`src/rtl/glitch_monitor_mc_if.sv`:
```
// rtl/glitch_monitor_mc_if.sv - control, sampled-signal and status bundle for glitch_monitor_mc
// master drives configuration and monitored signals; slave is the monitor itself.
interface glitch_monitor_mc_if #(
   parameter int NCH   = 8,
   parameter int CNTW  = 8,
   parameter int ERRCW = 16
);
   localparam int CHW = (NCH > 1) ? $clog2(NCH) : 1;

   logic             dis;
   logic [NCH-1:0]   ch_en;
   logic [NCH-1:0]   pol;
   logic [NCH-1:0]   din;
   logic [CNTW-1:0]  min_width;
   logic [CNTW-1:0]  max_width;
   logic             err_clr;
   logic [NCH-1:0]   err_short;
   logic [NCH-1:0]   err_long;
   logic             err;
   logic [ERRCW-1:0] err_cnt;
   logic             first_valid;
   logic [CHW-1:0]   first_ch;
   logic [CNTW-1:0]  first_width;
   logic             first_long;

   modport master (
      output dis, ch_en, pol, din, min_width, max_width, err_clr,
      input  err_short, err_long, err, err_cnt, first_valid, first_ch, first_width, first_long
   );

   modport slave (
      input  dis, ch_en, pol, din, min_width, max_width, err_clr,
      output err_short, err_long, err, err_cnt, first_valid, first_ch, first_width, first_long
   );
endinterface

```
`src/rtl/glitch_monitor_mc.sv`:
```
// rtl/glitch_monitor_mc.sv - multi-channel pulse-width monitor with sticky status
// Each channel measures active pulses in clk cycles and flags short/long ones.
module glitch_monitor_mc #(
   parameter int NCH         = 8,
   parameter int CNTW        = 8,
   parameter int ERRCW       = 16,
   parameter int SYNC_STAGES = 2
) (
   input logic               i_clk,
   input logic               i_rst_n,
   glitch_monitor_mc_if.slave io_mon
);
   localparam int CHW  = (NCH > 1) ? $clog2(NCH) : 1;
   localparam int SUMW = ((ERRCW > 8) ? ERRCW : 8) + 1;

   typedef enum logic [1:0] {S_DISARM = 2'd0, S_IDLE = 2'd1, S_ACTIVE = 2'd2} state_t;

   logic [NCH-1:0]   w_din_s, w_act, w_run, w_short, w_long;
   logic             w_any;
   state_t           r_state     [NCH];
   state_t           w_state_nxt [NCH];
   logic [CNTW-1:0]  r_cnt       [NCH];
   logic [CNTW-1:0]  w_cnt_nxt   [NCH];
   logic [NCH-1:0]   r_err_short, r_err_long;
   logic [ERRCW-1:0] r_err_cnt, w_cnt_base, w_cnt_sat;
   logic [SUMW-1:0]  w_sum;
   logic [7:0]       w_nev;
   logic             r_first_valid, r_first_long, w_cap_long;
   logic [CHW-1:0]   r_first_ch, w_cap_ch;
   logic [CNTW-1:0]  r_first_width, w_cap_width;

   generate
      if (SYNC_STAGES == 0) begin : g_nosync
         assign w_din_s = io_mon.din;
      end else begin : g_sync
         logic [NCH-1:0] r_sync [SYNC_STAGES];
         always_ff @(posedge i_clk or negedge i_rst_n) begin
            if (!i_rst_n) begin
               for (int s = 0; s < SYNC_STAGES; s++) r_sync[s] <= '0;
            end else begin
               r_sync[0] <= io_mon.din;
               for (int s = 1; s < SYNC_STAGES; s++) r_sync[s] <= r_sync[s-1];
            end
         end
         assign w_din_s = r_sync[SYNC_STAGES-1];
      end
   endgenerate

   assign w_act = w_din_s ^ io_mon.pol;
   assign w_run = {NCH{~io_mon.dis}} & io_mon.ch_en;
   assign w_any = (|w_short) | (|w_long);

   // Long fires on the cycle cnt steps from max_width to max_width+1, so only once per pulse.
   always_comb begin
      for (int i = 0; i < NCH; i++) begin
         w_state_nxt[i] = r_state[i];
         w_cnt_nxt[i]   = r_cnt[i];
         w_short[i]     = 1'b0;
         w_long[i]      = 1'b0;
         if (!w_run[i]) begin
            w_state_nxt[i] = S_DISARM;
            w_cnt_nxt[i]   = '0;
         end else begin
            case (r_state[i])
               S_DISARM: if (!w_act[i]) w_state_nxt[i] = S_IDLE;
               S_IDLE: begin
                  if (w_act[i]) begin
                     w_state_nxt[i] = S_ACTIVE;
                     w_cnt_nxt[i]   = CNTW'(1);
                  end
               end
               S_ACTIVE: begin
                  if (w_act[i]) begin
                     if (r_cnt[i] != '1) w_cnt_nxt[i] = r_cnt[i] + 1'b1;
                     w_long[i] = (io_mon.max_width != '0) && (r_cnt[i] == io_mon.max_width) &&
                                 (r_cnt[i] != '1);
                  end else begin
                     w_short[i]     = (io_mon.min_width != '0) && (r_cnt[i] < io_mon.min_width);
                     w_state_nxt[i] = S_IDLE;
                     w_cnt_nxt[i]   = '0;
                  end
               end
               default: w_state_nxt[i] = S_DISARM;
            endcase
         end
      end
   end

   // Descending scan: lowest channel wins, and short beats long on one channel.
   always_comb begin
      w_nev       = '0;
      w_cap_ch    = '0;
      w_cap_width = '0;
      w_cap_long  = 1'b0;
      for (int i = 0; i < NCH; i++) w_nev = w_nev + 8'(w_short[i]) + 8'(w_long[i]);
      for (int i = NCH - 1; i >= 0; i--) begin
         if (w_short[i] || w_long[i]) begin
            w_cap_ch    = CHW'(i);
            w_cap_long  = ~w_short[i];
            w_cap_width = w_short[i] ? r_cnt[i] : io_mon.max_width + 1'b1;
         end
      end
      w_cnt_base = io_mon.err_clr ? '0 : r_err_cnt;
      w_sum      = SUMW'(w_cnt_base) + SUMW'(w_nev);
      w_cnt_sat  = (w_sum > SUMW'({ERRCW{1'b1}})) ? '1 : w_sum[ERRCW-1:0];
   end

   always_ff @(posedge i_clk or negedge i_rst_n) begin
      if (!i_rst_n) begin
         for (int i = 0; i < NCH; i++) begin
            r_state[i] <= S_DISARM;
            r_cnt[i]   <= '0;
         end
      end else begin
         for (int i = 0; i < NCH; i++) begin
            r_state[i] <= w_state_nxt[i];
            r_cnt[i]   <= w_cnt_nxt[i];
         end
      end
   end

   always_ff @(posedge i_clk or negedge i_rst_n) begin
      if (!i_rst_n) begin
         r_err_short   <= '0;
         r_err_long    <= '0;
         r_err_cnt     <= '0;
         r_first_valid <= 1'b0;
         r_first_ch    <= '0;
         r_first_width <= '0;
         r_first_long  <= 1'b0;
      end else begin
         r_err_short <= (io_mon.err_clr ? '0 : r_err_short) | w_short;
         r_err_long  <= (io_mon.err_clr ? '0 : r_err_long) | w_long;
         r_err_cnt   <= w_cnt_sat;
         if ((io_mon.err_clr || !r_first_valid) && w_any) begin
            r_first_valid <= 1'b1;
            r_first_ch    <= w_cap_ch;
            r_first_width <= w_cap_width;
            r_first_long  <= w_cap_long;
         end else if (io_mon.err_clr) begin
            r_first_valid <= 1'b0;
            r_first_ch    <= '0;
            r_first_width <= '0;
            r_first_long  <= 1'b0;
         end
      end
   end

   assign io_mon.err_short   = r_err_short;
   assign io_mon.err_long    = r_err_long;
   assign io_mon.err         = (|r_err_short) | (|r_err_long);
   assign io_mon.err_cnt     = r_err_cnt;
   assign io_mon.first_valid = r_first_valid;
   assign io_mon.first_ch    = r_first_ch;
   assign io_mon.first_width = r_first_width;
   assign io_mon.first_long  = r_first_long;
endmodule

```
`src/flat_wrapper.sv`:
```
// flat-port wrapper written by rule: the top's interface ports become plain ports
module glitch_monitor_mc_flat 
#(
   parameter int NCH         = 8,
   parameter int CNTW        = 8,
   parameter int ERRCW       = 16,
   parameter int SYNC_STAGES = 2
)
  (i_clk, i_rst_n, io_mon_dis, io_mon_ch_en, io_mon_pol, io_mon_din, io_mon_min_width, io_mon_max_width, io_mon_err_clr, io_mon_err_short, io_mon_err_long, io_mon_err, io_mon_err_cnt, io_mon_first_valid, io_mon_first_ch, io_mon_first_width, io_mon_first_long);
  glitch_monitor_mc_if #(.NCH(NCH), .CNTW(CNTW), .ERRCW(ERRCW)) io_mon_i ();
  input logic i_clk;
  input logic i_rst_n;
  input wire logic [$bits(io_mon_i.dis)-1:0] io_mon_dis;
  input wire logic [$bits(io_mon_i.ch_en)-1:0] io_mon_ch_en;
  input wire logic [$bits(io_mon_i.pol)-1:0] io_mon_pol;
  input wire logic [$bits(io_mon_i.din)-1:0] io_mon_din;
  input wire logic [$bits(io_mon_i.min_width)-1:0] io_mon_min_width;
  input wire logic [$bits(io_mon_i.max_width)-1:0] io_mon_max_width;
  input wire logic [$bits(io_mon_i.err_clr)-1:0] io_mon_err_clr;
  output wire logic [$bits(io_mon_i.err_short)-1:0] io_mon_err_short;
  output wire logic [$bits(io_mon_i.err_long)-1:0] io_mon_err_long;
  output wire logic [$bits(io_mon_i.err)-1:0] io_mon_err;
  output wire logic [$bits(io_mon_i.err_cnt)-1:0] io_mon_err_cnt;
  output wire logic [$bits(io_mon_i.first_valid)-1:0] io_mon_first_valid;
  output wire logic [$bits(io_mon_i.first_ch)-1:0] io_mon_first_ch;
  output wire logic [$bits(io_mon_i.first_width)-1:0] io_mon_first_width;
  output wire logic [$bits(io_mon_i.first_long)-1:0] io_mon_first_long;
  assign io_mon_i.dis = io_mon_dis;
  assign io_mon_i.ch_en = io_mon_ch_en;
  assign io_mon_i.pol = io_mon_pol;
  assign io_mon_i.din = io_mon_din;
  assign io_mon_i.min_width = io_mon_min_width;
  assign io_mon_i.max_width = io_mon_max_width;
  assign io_mon_i.err_clr = io_mon_err_clr;
  assign io_mon_err_short = io_mon_i.err_short;
  assign io_mon_err_long = io_mon_i.err_long;
  assign io_mon_err = io_mon_i.err;
  assign io_mon_err_cnt = io_mon_i.err_cnt;
  assign io_mon_first_valid = io_mon_i.first_valid;
  assign io_mon_first_ch = io_mon_i.first_ch;
  assign io_mon_first_width = io_mon_i.first_width;
  assign io_mon_first_long = io_mon_i.first_long;
  glitch_monitor_mc #(.NCH(NCH), .CNTW(CNTW), .ERRCW(ERRCW), .SYNC_STAGES(SYNC_STAGES)) u_core (.i_clk(i_clk), .i_rst_n(i_rst_n), .io_mon(io_mon_i));
endmodule
```
`config.mk`:
```
export PLATFORM = sky130hd
export DESIGN_NAME = glitch_monitor_mc_flat
export DESIGN_NICKNAME = d
export VERILOG_FILES = /design/src/rtl/glitch_monitor_mc_if.sv /design/src/rtl/glitch_monitor_mc.sv /design/src/flat_wrapper.sv
export SDC_FILE = /design/constraint.sdc
export NUM_CORES = 1
export LEC_CHECK = 0
export ABC_AREA = 1
export BUFFER_PORTS_ARGS = -buffer_cell sky130_fd_sc_hd__buf_2
export CAP_MARGIN = 0
export CORE_ASPECT_RATIO = 0.75
export CORE_UTILIZATION = 45
export CTS_BUF_LIST = sky130_fd_sc_hd__clkbuf_4
export DETAILED_ROUTE_END_ITERATION = 16
export HOLD_SLACK_MARGIN = 0.06
export SYNTH_ARGS = -nofsm -noshare
export SYNTH_HDL_FRONTEND = slang
export SYNTH_SLANG_ARGS = --single-unit
```
`constraint.sdc`:
```
create_clock -name i_clk -period 7.5 [get_ports i_clk]
set_input_delay 1.5 -clock i_clk [delete_from_list [all_inputs] [get_ports i_clk]]
set_output_delay 1.5 -clock i_clk [all_outputs]
set_load 0.01 [all_outputs]
```
==> run metrics, run 1 <==
run status finished, final reports clean; Inserted Clock Buffers 17; pin count of the biggest net entering global routing 73; Clock Skews about 0.016 ns; Finish-stage setup viols 0; synthesized area between 10000 and 15000 µm²; max cap viols 0; GRT Util Overall approximately 30%; hold endpoint u_core.w_din_s[0]$_DFF_PN0_; leading cell type in the layout, fill and taps excluded nand2_1; CTS tree yes; pwr dens around 120 nW/µm²; Netlist cell types 48; Slew Limit Fails 0; vias post-DR ~12000; share of post-route cells with drive strength above 1 15.9%; routed wire length between 30 and 40 mm; H-tree level count 4; r2r worst-path depth 29; Critical Path Slowest Stage Cell fa_1; R2R Path End u_core.io_mon.err_cnt[15]$_DFF_PN0_; sequential-to-total area share from yosys stat between 30% and 40%; R2R setup slack around 0.8 ns; Antenna Nets Post-Route 0; area delta synth->final 15.8%; Post-DP Area ~13000 µm²; setup tns final 0 ns; CP arrival about 7.6 ns; most frequent cells in the layout 430 x nand2_1, 205 x inv_1, 141 x dfrtp_1, 108 x ha_1; IO Pins 90; drt pass-1 iters 6; CTS Root Cell clkbuf_4; Leakage Power roughly 7.1 nW; Post-synth EDFFs 0; fmax 141 MHz; CP required 8.00 ns; crit share post-route between 90 and 100%; Slew headroom between 30 and 40%; worst r2r src u_core.r_cnt[57]$_DFFE_PN0P_; drt drc 0; GP Congestion between 0.9 and 1; Clock Tree Buf Depth 2; post-route cell area approximately 13000 µm²; initial core utilization between 40% and 50%; WHS between 0.3 and 0.4 ns; port bufs 89; Core Region ~25000 µm²; row count 50; slew at the pin closest to its max-slew limit 0.939 ns; crit path time final approximately 7.1 ns; hold depth 0; Syn Area/Cell 7.19 µm²; count of final hold-check violations 0; hold path start u_core.g_sync.r_sync[8]$_DFF_PN0_; vias in the first global route ~11000; CP startpoint kind primary input; post-synthesis instance total ~1600; Die Area between 20000 and 30000 µm²; die height between 100 and 150 µm; Final HPWL DP approximately 29 mm; first-pass GRT wire length around 60 mm; worst skew pair latency approximately 0.60 ns; FILL cells about 2500; Starting DRT DRC Count 1041; maximum VDD drop about 0.00016 V; CTS Sinks 141; CP dominant cell by count nand2_1; Synth async-reset ratio 100%; post_cts resized 0; Die X ~190 µm; Clk pin slew, worst setup/hold paths 0.14 ns; Synth Warn # 0; Vias per Instance 5.41; Seq cells post-synth between 100 and 150; Setup Fix Bufs, Post-CTS 0; Max FO, Critical Path 4; RSZ-0062 raised after global routing no; GRT Residual Overflow 0; Syn Nets around 1800; net count reported at finish around 1900; Synth Flop Type dfrtp_1; Worst Path Class, Setup in2reg; # hold bufs at CTS 0; crit path capture type register; initial antenna violation count 3; Hold WC Path Type reg2reg; Routed WL per cell between 15 and 20 µm; CP max stage delay ~0.53 ns
through the flow:
step / util, % / total power, mW / setup slack (ns) / instances
2_1_floorplan: - / 0.949 / -0.0639 / 1599
3_3_place_gp: 51.9 / 1.06 / -0.128 / 2095
3_5_place_dp: 51.9 / 1.07 / -0.193 / 2095
4_1_cts: 53.2 / 1.65 / 0.446 / 2126
5_1_grt: 53.2 / 1.72 / 0.000476 / 2127
6_report: 53.2 / 1.64 / 0.388 / 2127
kinds of logic (layout without fill, tap and decap cells):
group,Yosys count,count (layout),share of synthesized area [%]
compound gates,262,262,12.4
flops,141,141,30.7
other cells,0,1,0
simple gates,767,767,29.9
xor+xnor,52,52,4.03
fa+ha+maj,121,121,13.9
buf+inv,256,445,9.14
report_power, final:
group / internal, mW / switching (mW) / total [mW]
registers: 0.776 / 0.0174 / 0.793
clock network: 0.264 / 0.322 / 0.586
logic: 0.0900 / 0.171 / 0.261
per-layer routing:
metal	up-vias	track usage (%)	wire length [µm]
li1	5625	-	-
met1	5343	44.8	18400
met2	473	43.7	15500
met3	55	4.81	3240
met4	4	8.15	713
met5	-	0	23
sequential cells by signal, summed over array words and instances, names as in the netlist, 8 cells and up:
signal                     cells
u_core.w_din_s                 8
u_core.g_sync.r_sync           8
u_core.io_mon.err_short        8
u_core.io_mon.first_width      8
u_core.io_mon.err_long         8
u_core.r_state                16
u_core.io_mon.err_cnt         16
u_core.r_cnt                  64
how the worst max path moves through the flow:
stage,end,startpoint,slack [ns]
4_1_cts,u_core.io_mon.err_cnt[14]$_DFF_PN0_,io_mon_min_width[1],0.45
6_report,u_core.io_mon.err_cnt[15]$_DFF_PN0_,io_mon_min_width[1],0.39
5_1_grt,u_core.io_mon.err_cnt[13]$_DFF_PN0_,io_mon_min_width[1],0.0005
3_5_place_dp,u_core.io_mon.err_cnt[15]$_DFF_PN0_,io_mon_min_width[1],-0.19
2_1_floorplan,u_core.io_mon.err_cnt[5]$_DFF_PN0_,io_mon_min_width[1],-0.06
3_3_place_gp,u_core.io_mon.err_cnt[15]$_DFF_PN0_,io_mon_min_width[1],-0.13
final cells by class:
cell class	instances	area [µm²]	area share, %
clock inverter	14	194	1.46
clock buffer	17	128	0.959
multi-input combinational	1202	6970	52.3
timing repair buffer	191	1230	9.24
antenna	1	2.50	0.0188
inverter	223	841	6.32
tap	338	423	3.18
sequential	141	3530	26.5
synthesized netlist by cell type (2+ instances only):
cell type,number,area (µm²)
xnor2_1,23,201
nand2_1,430,1610
nor2_2,10,62.6
dfrtp_1,141,3530
o21ai_0,100,500
buf_4,5,37.5
nand2_2,6,37.5
a21oi_1,89,445
ha_1,110,1380
xor2_1,28,245
and3b_1,2,17.5
nor2_4,3,33.8
nor4_4,2,42.5
and3_1,2,12.5
nor3_1,47,235
a21oi_2,2,17.5
nand4_1,32,200
nor2_1,89,334
inv_2,12,45.0
fa_1,11,220
clkbuf_1,5,18.8
buf_2,15,75.1
a31oi_1,2,12.5
nand3_2,3,30.0
nor4_2,3,37.5
clkinv_1,3,11.3
or2_2,4,25.0
o21ai_1,28,140
o21a_1,9,67.6
nor3b_1,11,82.6
nand3_1,101,505
o22ai_1,17,106
nor3_2,2,20.0
buf_6,7,78.8
a21o_1,5,37.5
o2111a_1,4,45.0
o31ai_1,2,15.0
nor4_1,17,106
inv_1,208,781
worst max-delay path, delay by kind of cell:
family	cells	cell delay, ns
XOR/XNOR	2	0.30
AO/OA/AOI/OAI	6	0.64
adder cells (fa/ha/maj)	8	3.19
AND/OR/NAND/NOR	12	1.49
buffers and inverters	5	0.45
Note: power is estimated with default switching activity, not from simulation.
==> inputs of run 2 (changes only) <==
--- a/config.mk
+++ b/config.mk
@@ -11,2 +11,3 @@
 export CORE_ASPECT_RATIO = 0.75
+export CORE_MARGIN = 2
 export CORE_UTILIZATION = 45
@@ -18 +19,2 @@
 export SYNTH_SLANG_ARGS = --single-unit
+export TNS_END_PERCENT = 5
==> constraint.sdc (replaced) <==
create_clock -name i_clk -period 7.5 [get_ports i_clk]
set_input_delay 0.375 -clock i_clk [delete_from_list [all_inputs] [get_ports i_clk]]
set_output_delay 0.375 -clock i_clk [all_outputs]
set_load 0.01 [all_outputs]
==> run metrics, run 2 (synthesis results as in run 1) <==
Antenna Nets Post-Route 0 (unchanged); final worst setup slack 0.633 ns (+0.245 ns); Seq pwr share 50.1% (+1.8 points); crit path capture type register; Worst Path Class, Setup reg2reg; Vias per Instance 5.44 (+0.59%); count of final hold-check violations 0 (unchanged); CP required 8.01 ns (about the same); slew at the pin closest to its max-slew limit 0.921 ns (-0.0181 ns); initial core utilization 46.0% (unchanged); pin count of the biggest net entering global routing 87 (+19%); leading cell type in the layout, fill and taps excluded nand2_1; Total Power 1.58 mW (-3.4%); GRT Residual Overflow 0 (unchanged); crit share post-route 91.6% (-3.3 points); critical path depth 31 (-6.1%); CP arrival 7.38 ns (-0.24 ns); GP Congestion 0.983 (about the same); Biggest register u_core.r_cnt; setup tns final 0 ns (unchanged); CP bufs+invs 6 (+1); register area 3530 µm² (unchanged); vias in the first global route 10500 (-2.1%); die height 142 µm (+1.4%); routed wire length 37.2 mm (-1.6%); CTS Root Cell clkbuf_4; crit path time final 6.87 ns (-0.245 ns); most frequent cells in the layout 430 x nand2_1, 208 x inv_1, 141 x dfrtp_1, 110 x ha_1, 101 x nand3_1; Placed Instances 2018 (-3.7%); CP max stage delay 0.54 ns (about the same); Post-DP Area 12300 µm² (-4.9%); initial antenna violation count 1 (-2); share of post-route cells with drive strength above 1 11.4% (-4.6 points); first-pass GRT wire length 58.9 mm (-1.5%); drt drc 0 (unchanged); Starting DRT DRC Count 947 (-9.0%); Core Region 25000 µm² (unchanged); Final HPWL DP 28.6 mm (-2.9%); Place WS 0.386 ns (+0.579 ns); Internal 1.08 mW (-4.3%); drt pass-1 iters 7 (+1); Hold WC Path Type in2reg; maximum VDD drop 0.0000961 V (-38%); area delta synth->final 10.8%; pwr dens 124 nW/µm² (+0.94%); H-tree level count 4 (unchanged); Sw Ratio 31.8% (+0.66 points); FILL cells 2605 (+3.3%); run status finished, final reports clean; Clk pin slew, worst setup/hold paths 0.14 ns (about the same); net count reported at finish 1873 (-3.5%); port bufs 89 (unchanged); crit path from u_core.r_state[14]$_DFFE_PN0P_; CP startpoint kind register; WHS 0.129 ns (-0.236 ns); Slew headroom 38.6% (+1.2 points); post_cts resized 0 (unchanged); RSZ-0062 raised after global routing no; Critical Path Slowest Stage Cell fa_1; Clock power frac 34.8% (-0.9 points); max cap viols 0 (unchanged); switching power 0.504 mW (-1.4%); Clock Skews 0.0365 ns (+0.0205 ns); row count 50 (unchanged); Die Area 26900 µm² (+2.5%); r2r worst-path depth 31 (+6.9%); Leakage Power 6.80 nW (-4.8%); Clock Tree Buf Depth 2 (unchanged); R2R Path End u_core.io_mon.err_cnt[15]$_DFF_PN0_; GRT Util Overall 28.7% (-1.1 points); Finish-stage setup viols 0 (unchanged); CTS tree yes; part of the power in combinational logic 15.2% (-0.7 points); area occupied by multi-input gates 6920 µm² (-0.66%); Routed WL per cell 18.1 µm (+1.6%); Setup Fix Bufs, Post-CTS 0 (unchanged); vias post-DR 11200 (-2.6%); worst skew pair latency 0.63 ns (+0.03 ns); max reg flops 64 (unchanged); CTS Sinks 141 (unchanged); fmax 146 MHz (+3.6%); cell family with most CP delay adder cells; Slew Limit Fails 0 (unchanged); final std cells w/o fill 2060 (-3.1%); Critical Path End u_core.io_mon.err_cnt[15]$_DFF_PN0_; Die X 189 µm (+1.1%); R2R setup slack 0.63 ns (-0.17 ns); post-route cell area 12700 µm² (-4.3%); post-layout util 50.9% (-2.3 points); IO Pins 90 (unchanged); Max FO, Critical Path 5 (+1); Inserted Clock Buffers 17 (unchanged); worst r2r src u_core.r_state[14]$_DFFE_PN0P_
==> run 2: cell count changes in the layout (fill, tap and decap cells not counted), sizes merged <==
cell         previous run  this run
buf                   191       114
bufinv                  4         3
clkinv                  9        10
dlygate4sd3             0         9
inv                   221       222
==> run 2: layout make-up <==
cell class	count	area share, %
Antenna cell	1	0.0196
Clock buffer	17	1.00
Clock inverter	15	1.34
Inverter	223	6.57
Multi-Input combinational cell	1202	54.3
Sequential cell	141	27.7
Tap cell	338	3.32
Timing Repair Buffer	123	5.73
==> run 2: what timing repair did <==
action / in CTS / in global routing
hold buffers: 9 / 0
endpoints found under the setup margin: 0 / 0
hold endpoints to repair: 93 / 0
==> run 2: worst min-delay path: cells and delay by family <==
| kind | cells | cell delay [ns] |
|---|---|---|
| simple gates | 2 | 0.15 |
| buf+inv | 1 | 0.11 |
| compound gates | 1 | 0.07 |
==> run 2: power by group through the flow <==
stage	combinational (mW)	sequential, mW	clock [mW]
6_report	0.240	0.794	0.551
5_1_grt	0.272	0.796	0.597
4_1_cts	0.239	0.793	0.568
3_5_place_dp	0.235	0.807	0
3_3_place_gp	0.233	0.807	0
2_1_floorplan	0.146	0.803	0
==> run 2: metal layers <==
metal | global-route usage, % | routed length (µm) | vias up
met3 | 6.41 | 3180 | 46
met4 | 6.41 | 549 | 0
li1 | - | - | 5483
met1 | 43.1 | 18700 | 5253
met2 | 41.7 | 14800 | 421
met5 | 0 | 0 | -
==> run 2: how the worst min path moves through the flow <==
stage,startpoint,end,slack (ns),cells after the start
6_report,io_mon_dis,u_core.r_cnt[8]$_DFFE_PN0P_,0.13,4
3_3_place_gp,u_core.g_sync.r_sync[14]$_DFF_PN0_,u_core.w_din_s[6]$_DFF_PN0_,0.33,0
2_1_floorplan,i_rst_n,u_core.g_sync.r_sync[10]$_DFF_PN0_,0.08,0
5_1_grt,io_mon_dis,u_core.r_cnt[8]$_DFFE_PN0P_,0.12,4
4_1_cts,io_mon_dis,u_core.r_cnt[8]$_DFFE_PN0P_,0.08,4
3_5_place_dp,u_core.g_sync.r_sync[12]$_DFF_PN0_,u_core.w_din_s[4]$_DFF_PN0_,0.34,0
==> inputs of run 3 (changes only) <==
Settings changed: PLACE_DENSITY set to 0.74.
==> run metrics, run 3 (synthesis results as in run 1) <==
Clock Tree Buf Depth 2 (unchanged); port bufs 89 (unchanged); maximum VDD drop 0.000142 V (+47%); final worst setup slack 0.574 ns (-0.0582 ns); setup tns final 0 ns (unchanged); GR Util met2 40.2% (-1.5 points); Total Power 1.61 mW (+1.4%); GR Util met1 40.6% (-2.5 points); run status finished, final reports clean; CTS Sinks 141 (unchanged); H-tree level count 4 (unchanged); drt drc 0 (unchanged); Critical Path End u_core.io_mon.err_cnt[7]$_DFF_PN0_; net count reported at finish 1874 (+0.053%); Routed WL per cell 17.9 µm (-1.2%); global routing's busiest layer met1; Place WS 0.343 ns (-0.0438 ns); Slew headroom 39.1% (+0.44 points); Clock Skews 0.0326 ns (-0.00388 ns); CTS Root Cell clkbuf_4; area delta synth->final 11.1%; count of final hold-check violations 0 (unchanged); crit share post-route 92.3% (+0.78 points); Final HPWL DP 28.1 mm (-1.7%); met3 GRT Util 8.01% (+1.6 points); R2R Path End u_core.io_mon.err_cnt[7]$_DFF_PN0_; Antenna Nets Post-Route 0 (unchanged); Core Region 25000 µm² (unchanged); CTS tree yes; worst r2r src u_core.r_state[14]$_DFFE_PN0P_; RSZ-0062 raised after global routing no; Inserted Clock Buffers 17 (unchanged); vias in the first global route 10700 (+1.4%); share of post-route cells with drive strength above 1 11.6% (+0.23 points); Finish-stage setup viols 0 (unchanged); pwr dens 126 nW/µm² (+1.1%); Clk pin slew, worst setup/hold paths 0.13 ns (about the same); row count 50 (unchanged); most frequent cells in the layout 430 x nand2_1, 208 x inv_1, 141 x dfrtp_1, 110 x ha_1, 101 x nand3_1; Critical Path Slowest Stage Cell fa_1; FILL cells 2486 (-4.6%); Max FO, Critical Path 11 (+6); die height 142 µm (unchanged); GP Congestion 1.03 (+4.6%); fmax 144 MHz (-0.84%); crit path capture type register; R2R setup slack 0.57 ns (-0.06 ns); first-pass GRT wire length 58.0 mm (-1.5%); WHS 0.158 ns (+0.0291 ns); crit path time final 6.93 ns (+0.0582 ns); IO Pins 90 (unchanged); Setup Fix Bufs, Post-CTS 0 (unchanged); Worst Path Class, Setup reg2reg; Die Area 26900 µm² (unchanged); Vias per Instance 5.55 (+2.0%); Biggest register u_core.r_cnt; max reg flops 64 (unchanged); GRT Util Overall 28.0% (-0.67 points); slew at the pin closest to its max-slew limit 0.914 ns (-0.00665 ns); worst skew pair latency 0.62 ns (about the same); area occupied by multi-input gates 6920 µm² (about the same); crit path from u_core.r_state[14]$_DFFE_PN0P_; post-route cell area 12800 µm² (+0.27%); Die X 189 µm (unchanged); leading cell type in the layout, fill and taps excluded nand2_1; register area 3530 µm² (unchanged); CP startpoint kind register; r2r worst-path depth 31 (unchanged); vias post-DR 11400 (+2.1%); initial antenna violation count 4 (+3); max cap viols 0 (unchanged); routed wire length 36.8 mm (-1.1%); CP max stage delay 0.55 ns (about the same); drt pass-1 iters 6 (-1); CP required 8.04 ns (+0.03 ns); Starting DRT DRC Count 1556 (+64%); Leakage Power 6.82 nW (+0.23%); Hold WC Path Type in2reg; GRT Residual Overflow 0 (unchanged); CP arrival 7.47 ns (+0.09 ns); pin count of the biggest net entering global routing 79 (-9.2%); initial core utilization 46.0% (unchanged); Post-DP Area 12400 µm² (about the same); Slew Limit Fails 0 (unchanged)
run 3: changes by cell type in the layout (fill, tap and decap cells not counted), sizes merged:
| cell | previous run | this run |
|---|---|---|
| inv | 222 | 225 |
| clkbuf | 17 | 18 |
| buf | 114 | 115 |
| clkinv | 10 | 7 |
| clkinvlp | 3 | 2 |
| diode | 1 | 2 |
run 3: timing repair:
item	CTS	global route
hold buffers	9	0
setup endpoints to repair	0	12
hold endpoints to repair	85	0
gates resized for setup	0	1
run 3: final cells by class:
class | count | area share [%]
Antenna cell | 2 | 0.0392
Multi-Input combinational cell | 1202 | 54.2
Tap cell | 338 | 3.31
Clock inverter | 14 | 1.43
Inverter | 223 | 6.55
Clock buffer | 18 | 1.06
Timing Repair Buffer | 124 | 5.77
Sequential cell | 141 | 27.6
run 3: critical path, delay by kind of cell (launching register included):
kind,cells,cell delay (ns)
fa+ha+maj,9,3.37
flops,1,0.43
simple gates,13,1.89
buf+inv,7,0.78
compound gates,1,0.23
xor+xnor,1,0.18
run 3: how the worst min path moves through the flow:
stage                                  startpoint                            endpoint  slack, ns  cells after the start
5_1_grt                                io_mon_dis       u_core.r_state[3]$_DFFE_PN0P_       0.14                      4
4_1_cts                                io_mon_dis         u_core.r_cnt[8]$_DFFE_PN0P_       0.12                      4
6_report                               io_mon_dis       u_core.r_state[3]$_DFFE_PN0P_       0.16                      4
3_5_place_dp   u_core.g_sync.r_sync[11]$_DFF_PN0_         u_core.w_din_s[3]$_DFF_PN0_       0.34                      0
3_3_place_gp   u_core.g_sync.r_sync[11]$_DFF_PN0_         u_core.w_din_s[3]$_DFF_PN0_       0.33                      0
2_1_floorplan                             i_rst_n  u_core.g_sync.r_sync[10]$_DFF_PN0_       0.08                      0
run 3: report_power, final:
part / total [mW] / internal, mW / switching [mW]
sequential: 0.793 / 0.776 / 0.0167
clock: 0.574 / 0.242 / 0.332
combinational: 0.240 / 0.0761 / 0.164
run 3: through the flow:
step / instances / utilization (%)
global placement: 2019 / 49.4
global route: 2062 / 51.0
floorplan: 1599 / -
CTS: 2060 / 51.0
finish: 2062 / 51.0
detailed placement: 2019 / 49.4
run 3: layer usage:
metal,part of all wire [%],routed length [µm]
met4,2.2,809
met2,40,14800
met5,0.28,102
met1,46,17100
met3,11,4000
